### src/rtl/cam_capture_pkg.sv
// Shared types and constants for the camera capture path: FSM states,
// pixel/word widths and the sideband layout of buffered words.
package cam_capture_pkg;

  typedef enum logic [1:0] {
    WAIT_FRAME = 2'd0,
    WAIT_LINE  = 2'd1,
    CAPTURE    = 2'd2,
    DROP_FRAME = 2'd3
  } cap_state_t;

  localparam int unsigned PIXEL_W = 16;
  localparam int unsigned WORD_W  = 2 * PIXEL_W;
  localparam int unsigned ENTRY_W = WORD_W + 2;
  localparam int unsigned SOF_BIT = 33;
  localparam int unsigned EOL_BIT = 32;

  function automatic logic [ENTRY_W-1:0] make_entry(input logic sof,
                                                    input logic eol,
                                                    input logic [WORD_W-1:0] word);
    return {sof, eol, word};
  endfunction

endpackage

### src/rtl/pixel_word_fifo.sv
// Synchronous first-word-fall-through FIFO; the head entry is presented
// combinationally and reads as zero while the FIFO is empty.
module pixel_word_fifo
  import cam_capture_pkg::*;
#(
  parameter int unsigned DEPTH = 4,
  parameter int unsigned WIDTH = ENTRY_W
) (
  input  logic             clk,
  input  logic             reset,
  input  logic             wr_en,
  input  logic [WIDTH-1:0] wr_data,
  input  logic             rd_en,
  output logic [WIDTH-1:0] rd_data,
  output logic             full,
  output logic             empty
);

  localparam int unsigned AW = (DEPTH > 1) ? $clog2(DEPTH) : 1;
  localparam logic [AW:0] FULL_COUNT = (AW + 1)'(DEPTH);

  logic [WIDTH-1:0] mem [DEPTH];
  logic [AW-1:0]    wr_ptr;
  logic [AW-1:0]    rd_ptr;
  logic [AW:0]      count;
  logic             do_wr;
  logic             do_rd;

  // A write into a full FIFO is still accepted when the head leaves this cycle.
  always_comb begin
    full  = (count == FULL_COUNT);
    empty = (count == '0);
    do_rd = rd_en && !empty;
    do_wr = wr_en && (!full || do_rd);
    rd_data = empty ? '0 : mem[rd_ptr];
  end

  always_ff @(posedge clk) begin
    if (reset) begin
      wr_ptr <= '0;
      rd_ptr <= '0;
      count  <= '0;
    end else begin
      if (do_wr) wr_ptr <= wr_ptr + AW'(1);
      if (do_rd) rd_ptr <= rd_ptr + AW'(1);
      case ({do_wr, do_rd})
        2'b10:   count <= count + (AW + 1)'(1);
        2'b01:   count <= count - (AW + 1)'(1);
        default: count <= count;
      endcase
    end
  end

  always_ff @(posedge clk) begin
    if (do_wr) mem[wr_ptr] <= wr_data;
  end

endmodule

### src/rtl/cam_pixel_packer.sv
// Captures RGB565 bytes from a VSYNC/HREF camera bus, packs two pixels per
// 32-bit word with frame/line sideband, and buffers words for the consumer.
module cam_pixel_packer
  import cam_capture_pkg::*;
#(
  parameter int unsigned FRAME_WIDTH  = 640,
  parameter int unsigned FRAME_HEIGHT = 480,
  parameter int unsigned FIFO_DEPTH   = 4
) (
  input  logic        clk,
  input  logic        reset,
  input  logic        v_sync,
  input  logic        h_ref,
  input  logic [7:0]  cam_data,
  output logic [31:0] out_data,
  output logic        out_sof,
  output logic        out_eol,
  output logic        out_valid,
  input  logic        out_ready,
  output logic [9:0]  line_count,
  output logic        err_overflow,
  output logic        err_line_len,
  output logic        err_frame_len
);

  localparam logic [10:0] WIDTH_PIX    = 11'(FRAME_WIDTH);
  localparam logic [9:0]  HEIGHT_LINES = 10'(FRAME_HEIGHT);

  cap_state_t state;
  cap_state_t state_next;

  logic [1:0]         byte_phase;
  logic [PIXEL_W-1:0] pix0;
  logic [7:0]         pix1_hi;
  logic [WORD_W-1:0]  pend_word;
  logic               word_pending;
  logic [10:0]        pix_cnt;
  logic               vs_seen;
  logic               v_sync_q;
  logic               frame_started;
  logic               sof_pending;

  logic               sample;
  logic               line_end;
  logic               frame_start;
  logic               push_req;
  logic               overflow;
  logic               fifo_wr;
  logic               pop;
  logic               fifo_full;
  logic               fifo_empty;
  logic [WORD_W-1:0]  push_word;
  logic [ENTRY_W-1:0] push_entry;
  logic [ENTRY_W-1:0] head_entry;

  // A completed word is pushed one cycle after its last byte, so the h_ref
  // level seen in that cycle decides whether it closes the line.
  always_comb begin
    sample    = ((state == WAIT_LINE) || (state == CAPTURE)) && !v_sync && h_ref;
    line_end  = (state == CAPTURE) && !v_sync && !h_ref;
    push_req  = (state == CAPTURE) && !v_sync && (line_count < HEIGHT_LINES) &&
                (word_pending || (line_end && byte_phase[1]));
    push_word = word_pending ? pend_word : {{PIXEL_W{1'b0}}, pix0};
    push_entry = make_entry(sof_pending, line_end, push_word);
    pop       = out_valid && out_ready;
    overflow  = push_req && fifo_full && !pop;
    fifo_wr   = push_req && !overflow;
  end

  always_comb begin
    state_next = state;
    if (v_sync) begin
      state_next = WAIT_FRAME;
    end else begin
      case (state)
        WAIT_FRAME: if (vs_seen) state_next = WAIT_LINE;
        WAIT_LINE:  if (h_ref) state_next = CAPTURE;
        CAPTURE: begin
          if (overflow)    state_next = DROP_FRAME;
          else if (!h_ref) state_next = WAIT_LINE;
        end
        DROP_FRAME: state_next = DROP_FRAME;
        default:    state_next = WAIT_FRAME;
      endcase
    end
    frame_start = (state == WAIT_FRAME) && (state_next == WAIT_LINE);
  end

  always_ff @(posedge clk) begin
    if (reset) state <= WAIT_FRAME;
    else       state <= state_next;
  end

  always_ff @(posedge clk) begin
    if (reset) begin
      byte_phase    <= '0;
      pix0          <= '0;
      pix1_hi       <= '0;
      pend_word     <= '0;
      word_pending  <= 1'b0;
      pix_cnt       <= '0;
      line_count    <= '0;
      vs_seen       <= 1'b0;
      v_sync_q      <= 1'b0;
      frame_started <= 1'b0;
      sof_pending   <= 1'b0;
      err_overflow  <= 1'b0;
      err_line_len  <= 1'b0;
      err_frame_len <= 1'b0;
    end else begin
      v_sync_q      <= v_sync;
      err_line_len  <= 1'b0;
      err_frame_len <= 1'b0;

      if (overflow) err_overflow <= 1'b1;

      // A frame may only start after v_sync has been seen high in WAIT_FRAME.
      if (v_sync)           vs_seen <= 1'b1;
      else if (frame_start) vs_seen <= 1'b0;

      if (frame_start) begin
        frame_started <= 1'b1;
        sof_pending   <= 1'b1;
      end else if (fifo_wr) begin
        sof_pending <= 1'b0;
      end

      if (v_sync && !v_sync_q && frame_started && (line_count != HEIGHT_LINES))
        err_frame_len <= 1'b1;

      if (v_sync) begin
        byte_phase   <= '0;
        word_pending <= 1'b0;
        pix_cnt      <= '0;
        line_count   <= '0;
      end else if (sample) begin
        byte_phase   <= byte_phase + 2'd1;
        word_pending <= (byte_phase == 2'd3);
        case (byte_phase)
          2'd0: pix0[15:8] <= cam_data;
          2'd1: pix0[7:0]  <= cam_data;
          2'd2: pix1_hi    <= cam_data;
          default: pend_word <= {pix1_hi, cam_data, pix0};
        endcase
        if (byte_phase[0] && (pix_cnt != '1)) pix_cnt <= pix_cnt + 11'd1;
      end else begin
        word_pending <= 1'b0;
        if (line_end) begin
          byte_phase   <= '0;
          pix_cnt      <= '0;
          err_line_len <= (pix_cnt != WIDTH_PIX);
          if (line_count != '1) line_count <= line_count + 10'd1;
        end
      end
    end
  end

  pixel_word_fifo #(
    .DEPTH(FIFO_DEPTH),
    .WIDTH(ENTRY_W)
  ) u_fifo (
    .clk     (clk),
    .reset   (reset),
    .wr_en   (fifo_wr),
    .wr_data (push_entry),
    .rd_en   (pop),
    .rd_data (head_entry),
    .full    (fifo_full),
    .empty   (fifo_empty)
  );

  always_comb begin
    out_valid = !fifo_empty;
    out_data  = head_entry[WORD_W-1:0];
    out_sof   = head_entry[SOF_BIT];
    out_eol   = head_entry[EOL_BIT];
  end

endmodule

### config.mk
export PLATFORM = sky130hd
export DESIGN_NAME = cam_pixel_packer
export DESIGN_NICKNAME = d
export VERILOG_FILES = /design/src/rtl/cam_capture_pkg.sv /design/src/rtl/pixel_word_fifo.sv /design/src/rtl/cam_pixel_packer.sv
export SDC_FILE = /design/constraint.sdc
export NUM_CORES = 1
export LEC_CHECK = 0
export CORE_MARGIN = 2
export CORE_UTILIZATION = 30
export DETAILED_ROUTE_END_ITERATION = 8
export PLACE_DENSITY = 0.55
export SLEW_MARGIN = 20
export SYNTH_ARGS = -nofsm -noshare
export SYNTH_HDL_FRONTEND = slang
export SYNTH_HIERARCHICAL = 1
export SYNTH_SLANG_ARGS = --single-unit
### constraint.sdc
create_clock -name clk -period 3.44 [get_ports clk]
set_input_delay 0.344 -clock clk [delete_from_list [all_inputs] [get_ports clk]]
set_output_delay 0.344 -clock clk [all_outputs]
set_load 0.02 [all_outputs]
==> results.ini, run 1 <==
[global_route]
grt_pass1_wl_um=32200
grt_max_degree=74
grt_pass1_vias=5850
top_usage_layer=met2
gr-usage-met3_pct=1.85
antenna_found_initial=0
grtUsageMet2_pct=20.9
grt_usage_pct=12.3
grt_overflow_total=0
met1_usage_pct=16.4

[cts]
cts_hold_buf=0
clk_latency_ns=0.53
cts.sinks=234
htree_levels=1
cts_root_buf=clkbuf_16
cts_tree=done
clk_pin_slew_ns=0.06
cts_buffers=26
cts_setup_buffers=0
postCtsResizedCells=0
max-clock-path-buffers=3

[die]
die_area_sq_um=33400
die_w_um=183
fp.coreArea_sq_um=31500
die_h_um=183
io_pins=61
rows=65
start_util_pct=30.5

[critical_path]
cp_top_family=buffers and inverters
worst-path-stages=4
crit_path_end_kind=output port
critPathMaxStageDelay_ns=0.58
cp.arrival_ns=2.51
path_cells=buf_4, mux4_2, nor2b_1, clkdlybuf4s50_1
cp_data_required_time_ns=3.10
critPathBufInv=2
crit_path_max_fanout=20
slowest_stage=mux4_2
critical_path_class=register to output port
reg2reg_depth=13
setup.worst_path.start_class=register

[pwr]
cellPowerDensity_nw_per_um2=485
pwr-share-clk_pct=45.4
switching_power_uw=1140
share_seq_of_total_power_pct=53.2
p_int_uw=4410
power_uw=5540
combPwrFrac_pct=1.5
p_leak_uw=0.00370
vdd_drop_max_uv=303
sw_frac_of_total_pct=20.5

[run_status]
status=complete, no violations

[timing]
slew_viol_final=0
fin_crit_sh_pct=83.0
fin_tns_setup_ns=0
setup_violations=0
fin_crit_ns=2.86
rsz0062_at_grt=no
whs_ns=0.388
worst_slack_ns=0.584
relSlewSlack_pct=48.9
skew_ns=0.0194
fmax_mhz=350
finalHoldViolCount=0
worst_pin_slew_ns=0.766

[final_layout]
antenna-diode-count=0
layout_commonest_cell=edfxtp_1
fin_area_sq_um=11400
drive_gt1_share_pct=13.8
seq_area_sq_um=6050
fillCellCount=3074
multi_input_area_sq_um=3240
syn_to_final_growth_pct=19.1
final_nets=857
mostFrequentLayoutCells=edfxtp_1, nand2_1, dfxtp_1

[route]
wl_per_cell_um=16.1
vias_per_cell=4.59
antenna_left=0
routed-via-count=5719
wl_um=20100
drt_iter0_markers=271
firstDrtPassIters=4
drc=0

[placed_design]
port_buffers=60
dpl_cell_area_sq_um=10600
post-dp-hpwl_um=12600
routabilityCongestion=0.772
pre_cts_slack_ns=0.508

[synthesis]
synth-main-ff-cell=edfxtp_1
synth_edf_count=136
synthCells=759
ys_warn_count=6
synth.distinct_cells=50
synthArstFlopShare_pct=0
synth.avg_cell_area_sq_um=12.6
syn_area_sq_um=9580
yosysSeqAreaShare_pct=63.1
syn_nets=791
ys_seq_elements=234

[min_path]
whs_path_depth=3
hold_path.class=input pin to register

[flow_run]
max-cap-violations=0

## metrics by stage
stage | std cells | util, %
2_1_floorplan | 759 | -
3_3_place_gp | 1199 | 33.8
3_5_place_dp | 1199 | 33.8
4_1_cts | 1245 | 36.3
5_1_grt | 1245 | 36.3
6_report | 1245 | 36.3
## registers in the layout (all words and copies together) (netlist names), named ones only
name           cells
byte_phase         2
err_frame_len      1
err_line_len       1
err_overflow       1
frame_started      1
line_count        10
pend_word         32
pix0              16
pix1_hi            8
pix_cnt           11
sof_pending        1
state              2
u_fifo/count       3
u_fifo/mem       136
u_fifo/rd_ptr      2
u_fifo/wr_ptr      2
v_sync_q           1
vs_seen            1
word_pending       1
## synth_stat cells (3+ instances only)
cell type / count / area, sq um
buf_2: 5 / 25.0
inv_1: 23 / 86.3
xnor2_1: 5 / 43.8
and2_1: 25 / 156
mux2_2: 18 / 203
xor2_1: 12 / 105
mux4_2: 34 / 766
nor2_1: 41 / 154
nand2b_1: 5 / 31.3
nand4_1: 5 / 31.3
ha_1: 18 / 225
nand2_1: 123 / 462
a211oi_1: 5 / 37.5
nand3_1: 11 / 55.1
edfxtp_1: 136 / 4080
nor2b_1: 36 / 225
clkbuf_1: 31 / 116
buf_6: 6 / 67.6
or3_1: 4 / 25.0
o21ai_0: 10 / 50.1
a21oi_1: 70 / 350
dfxtp_1: 98 / 1960
and3_1: 3 / 18.8
## kinds of logic (layout without fill, tap and decap cells)
kind of cell             count (synthesis)  after routing  share of synthesized area [%]
AND/OR/NAND/NOR                        273            273                           13.8
flip-flops                             234            234                           63.1
AO/OA/AOI/OAI                           96             96                           5.52
buffers and inverters                   66            150                           3.17
multiplexers                            54             54                           10.3
adder cells (fa/ha/maj)                 19             19                           2.56
XOR/XNOR                                17             17                           1.55
## worst register-to-register path, delay by kind of cell, from the launching register on
family	cells	cell delay (ns)
AO/OA/AOI/OAI	4	0.82
flip-flops	1	0.33
adder cells (fa/ha/maj)	3	0.62
AND/OR/NAND/NOR	2	0.52
XOR/XNOR	1	0.07
buffers and inverters	3	0.23
## metal layers
metal | vias to the layer above | wire [um]
met5 | - | 0
met4 | 0 | 371
met3 | 30 | 734
met2 | 93 | 9660
met1 | 2784 | 9300
li1 | 2812 | -
## power groups by stage
stage	sequential (uW)	combinational [uW]	clock [uW]
final	2950	81.1	2510
after global routing	2950	90.2	2710
after CTS	2950	83.9	2590
after detailed placement	3010	83.2	0
after global placement	3010	83.3	0
after floorplan	3000	43.8	0
## final timing paths
check                              startpoint               to  slack, ns
worst min-delay path                    reset       pix_cnt[1]       0.39
worst max register to register       state[0]  u_fifo/count[2]       0.76
worst min register to register  pend_word[25]    pend_word[25]       0.45
worst max-delay path                 register     out_data[20]       0.58
## area by class of cell
type | instances | area share [%]
clock buffers | 36 | 6.20
well taps | 402 | 4.41
multi-input cells | 459 | 28.4
clock inverters | 10 | 0.570
flip-flops and latches | 234 | 53.0
repair buffers | 80 | 6.64
inverters | 24 | 0.833
Note: power is estimated with default switching activity, not from simulation.
==> run 2: changes to the inputs <==
--- a/config.mk
+++ b/config.mk
@@ -8,7 +8,7 @@
 export CORE_MARGIN = 2
 export CORE_UTILIZATION = 30
 export DETAILED_ROUTE_END_ITERATION = 8
-export PLACE_DENSITY = 0.55
+export PLACE_DENSITY = 0.57
 export SLEW_MARGIN = 20
 export SYNTH_ARGS = -nofsm -noshare
 export SYNTH_HDL_FRONTEND = slang
==> constraint.sdc (replaced) <==
create_clock -name clk -period 2.5 [get_ports clk]
set_input_delay 0.25 -clock clk [delete_from_list [all_inputs] [get_ports clk]]
set_output_delay 0.25 -clock clk [all_outputs]
set_load 0.02 [all_outputs]
==> run 2 against run 1 <==
Die area did not move. Non-clock buffer count grew 27. Largest power group unchanged. Highest routed layer unchanged. First-iteration DRC count is 34% higher. Worst hold slack worse by 0.10 ns.
==> results.ini, run 2 (synthesized netlist as in run 1, its figures left out) <==
[cts]
clk_pin_slew_ns=0.06  ; about the same
cts_root_buf=clkbuf_16
cts.sinks=234  ; unchanged
cts_tree=done
max-clock-path-buffers=3  ; unchanged
htree_levels=1  ; unchanged
cts_buffers=25  ; -3.8%
clk_latency_ns=0.53  ; about the same

[global_route]
grt_pass1_wl_um=32600  ; +1.4%
grt_usage_pct=12.3  ; +0.037 points
antenna_found_initial=0  ; unchanged
grt_max_degree=74  ; unchanged
grt_pass1_vias=5928  ; +1.3%
grt_overflow_total=0  ; unchanged

[route]
wl_per_cell_um=15.9  ; -1.3%
routed-via-count=5928  ; +3.7%
drc=0  ; unchanged
antenna_left=0  ; unchanged
drt_iter0_markers=364  ; +34%
vias_per_cell=4.66  ; +1.5%
firstDrtPassIters=5  ; +1
wl_um=20200  ; +0.86%

[timing]
relSlewSlack_pct=46.8  ; -2.1 points
fin_crit_ns=2.40
slew_viol_final=0  ; unchanged
worst_slack_ns=0.100  ; -0.484 ns
fin_crit_sh_pct=96.0
finalHoldViolCount=0  ; unchanged
worst_pin_slew_ns=0.798  ; +0.0320 ns
setup_violations=0  ; unchanged
rsz0062_at_grt=no
skew_ns=0.0235  ; +0.00402 ns
fmax_mhz=417

[final_layout]
mostFrequentLayoutCells=edfxtp_1, nand2_1, dfxtp_1
largest_register=u_fifo/mem
drive_gt1_share_pct=17.9  ; +4.2 points
antenna-diode-count=0  ; unchanged
post-route-util_pct=37.6  ; +1.3 points
reg_top3=u_fifo/mem x136, pend_word x32, pix0 x16
layout_commonest_cell=edfxtp_1
finalNonFillerCells=1272  ; +2.2%
final_nets=883  ; +3.0%
largest_register_ffs=136  ; unchanged
syn_to_final_growth_pct=23.3

[critical_path]
critical_path_class=register to output port
crit_path_end_kind=output port
timing.rr.start=u_fifo/count[0]
crit_path_max_fanout=7  ; -65%
setup.worst_path.start_class=register
cp.arrival_ns=2.15  ; -0.36 ns
cp_data_required_time_ns=2.25  ; -0.85 ns

[die]
io_pins=61  ; unchanged
die_h_um=183  ; unchanged
rows=65  ; unchanged
fp.coreArea_sq_um=31500  ; unchanged
die_area_sq_um=33400  ; unchanged
start_util_pct=30.5  ; unchanged
die_w_um=183  ; unchanged

[min_path]
hold_start=reset
hold_path.class=input pin to register

[pwr]
p_leak_uw=0.00415  ; +12%
cellPowerDensity_nw_per_um2=655  ; +35%
vdd_drop_max_uv=413  ; +36%

[flow_run]
max-cap-violations=0  ; unchanged

[run_status]
status=complete, no violations

[placed_design]
routabilityCongestion=0.732  ; -5.2%
port_buffers=60  ; unchanged
post-dp-hpwl_um=12800  ; +2.0%
dp_cells=1216  ; +1.4%
pre_cts_slack_ns=-0.119  ; -0.627 ns

[run 2: changes by cell type in the layout (fill, tap and decap cells not counted), sizes merged]
cell and delta:
buf +27, bufinv +2, clkdlybuf4s15 +1, clkbuf -2
clkdlybuf4s50 -34, dlygate4sd2 +28, dlymetal6s2s +5
[run 2: layer usage]
| layer | vias up | track usage (%) | wire length, um |
|---|---|---|---|
| li1 | 2872 | - | - |
| met1 | 2903 | 16.7 | 9410 |
| met2 | 125 | 20.4 | 9570 |
| met3 | 28 | 1.87 | 818 |
| met4 | 0 | 3.68 | 440 |
| met5 | - | 0 | 0 |
[run 2: area by class of cell]
class / count / area (sq um)
clock buffers: 34 / 679
clock inverters: 12 / 121
fillers: 2989 / 19700
inverters: 24 / 95.1
multi-input cells: 459 / 3290
flip-flops and latches: 234 / 6050
well taps: 402 / 503
repair buffers: 107 / 1090
[run 2: critical path: stages, from the launching register on]
cell and delay [ns]:
dfxtp_2 0.37, buf_12 0.14, buf_4 0.16, mux4_2 0.50, nor2b_1 0.15, dlygate4sd2_1 0.32
[run 2: worst paths after layout]
| kind | slack [ns] | depth (start not counted) | end |
|---|---|---|---|
| worst max-delay path | 0.10 | 5 | out_data[16] |
| worst min register to register | 0.45 | 2 | pend_word[20] |
| worst max register to register | 0.16 | 12 | u_fifo/count[2] |
| worst min-delay path | 0.29 | 4 | line_count[7] |
[run 2: metrics by stage]
stage | hold WS, ns | TNS [ns] | power (uW) | cell area (sq um)
6_report | 0.288 | 0 | 7740 | 11800
5_1_grt | 0.318 | 0 | 8000 | 11800
4_1_cts | 0.283 | -0.00101 | 7850 | 11700
3_5_place_dp | 0.442 | -0.194 | 4260 | 10900
3_3_place_gp | 0.438 | -0.111 | 4260 | 10900
2_1_floorplan | 0.386 | 0 | 4190 | 9620
[run 2: power breakdown]
group | switching [uW] | internal (uW)
Combinational | 75.3 | 45.1
Sequential | 6.66 | 4050
Clock | 1450 | 2120
[run 2: timing repair]
item,CTS,global route
hold endpoints to repair,0,0
resized for setup,32,14
hold buffers,0,0
endpoints found under the setup margin,35,51
gates cloned,0,0
buffers inserted,4,6
pin swaps,0,1
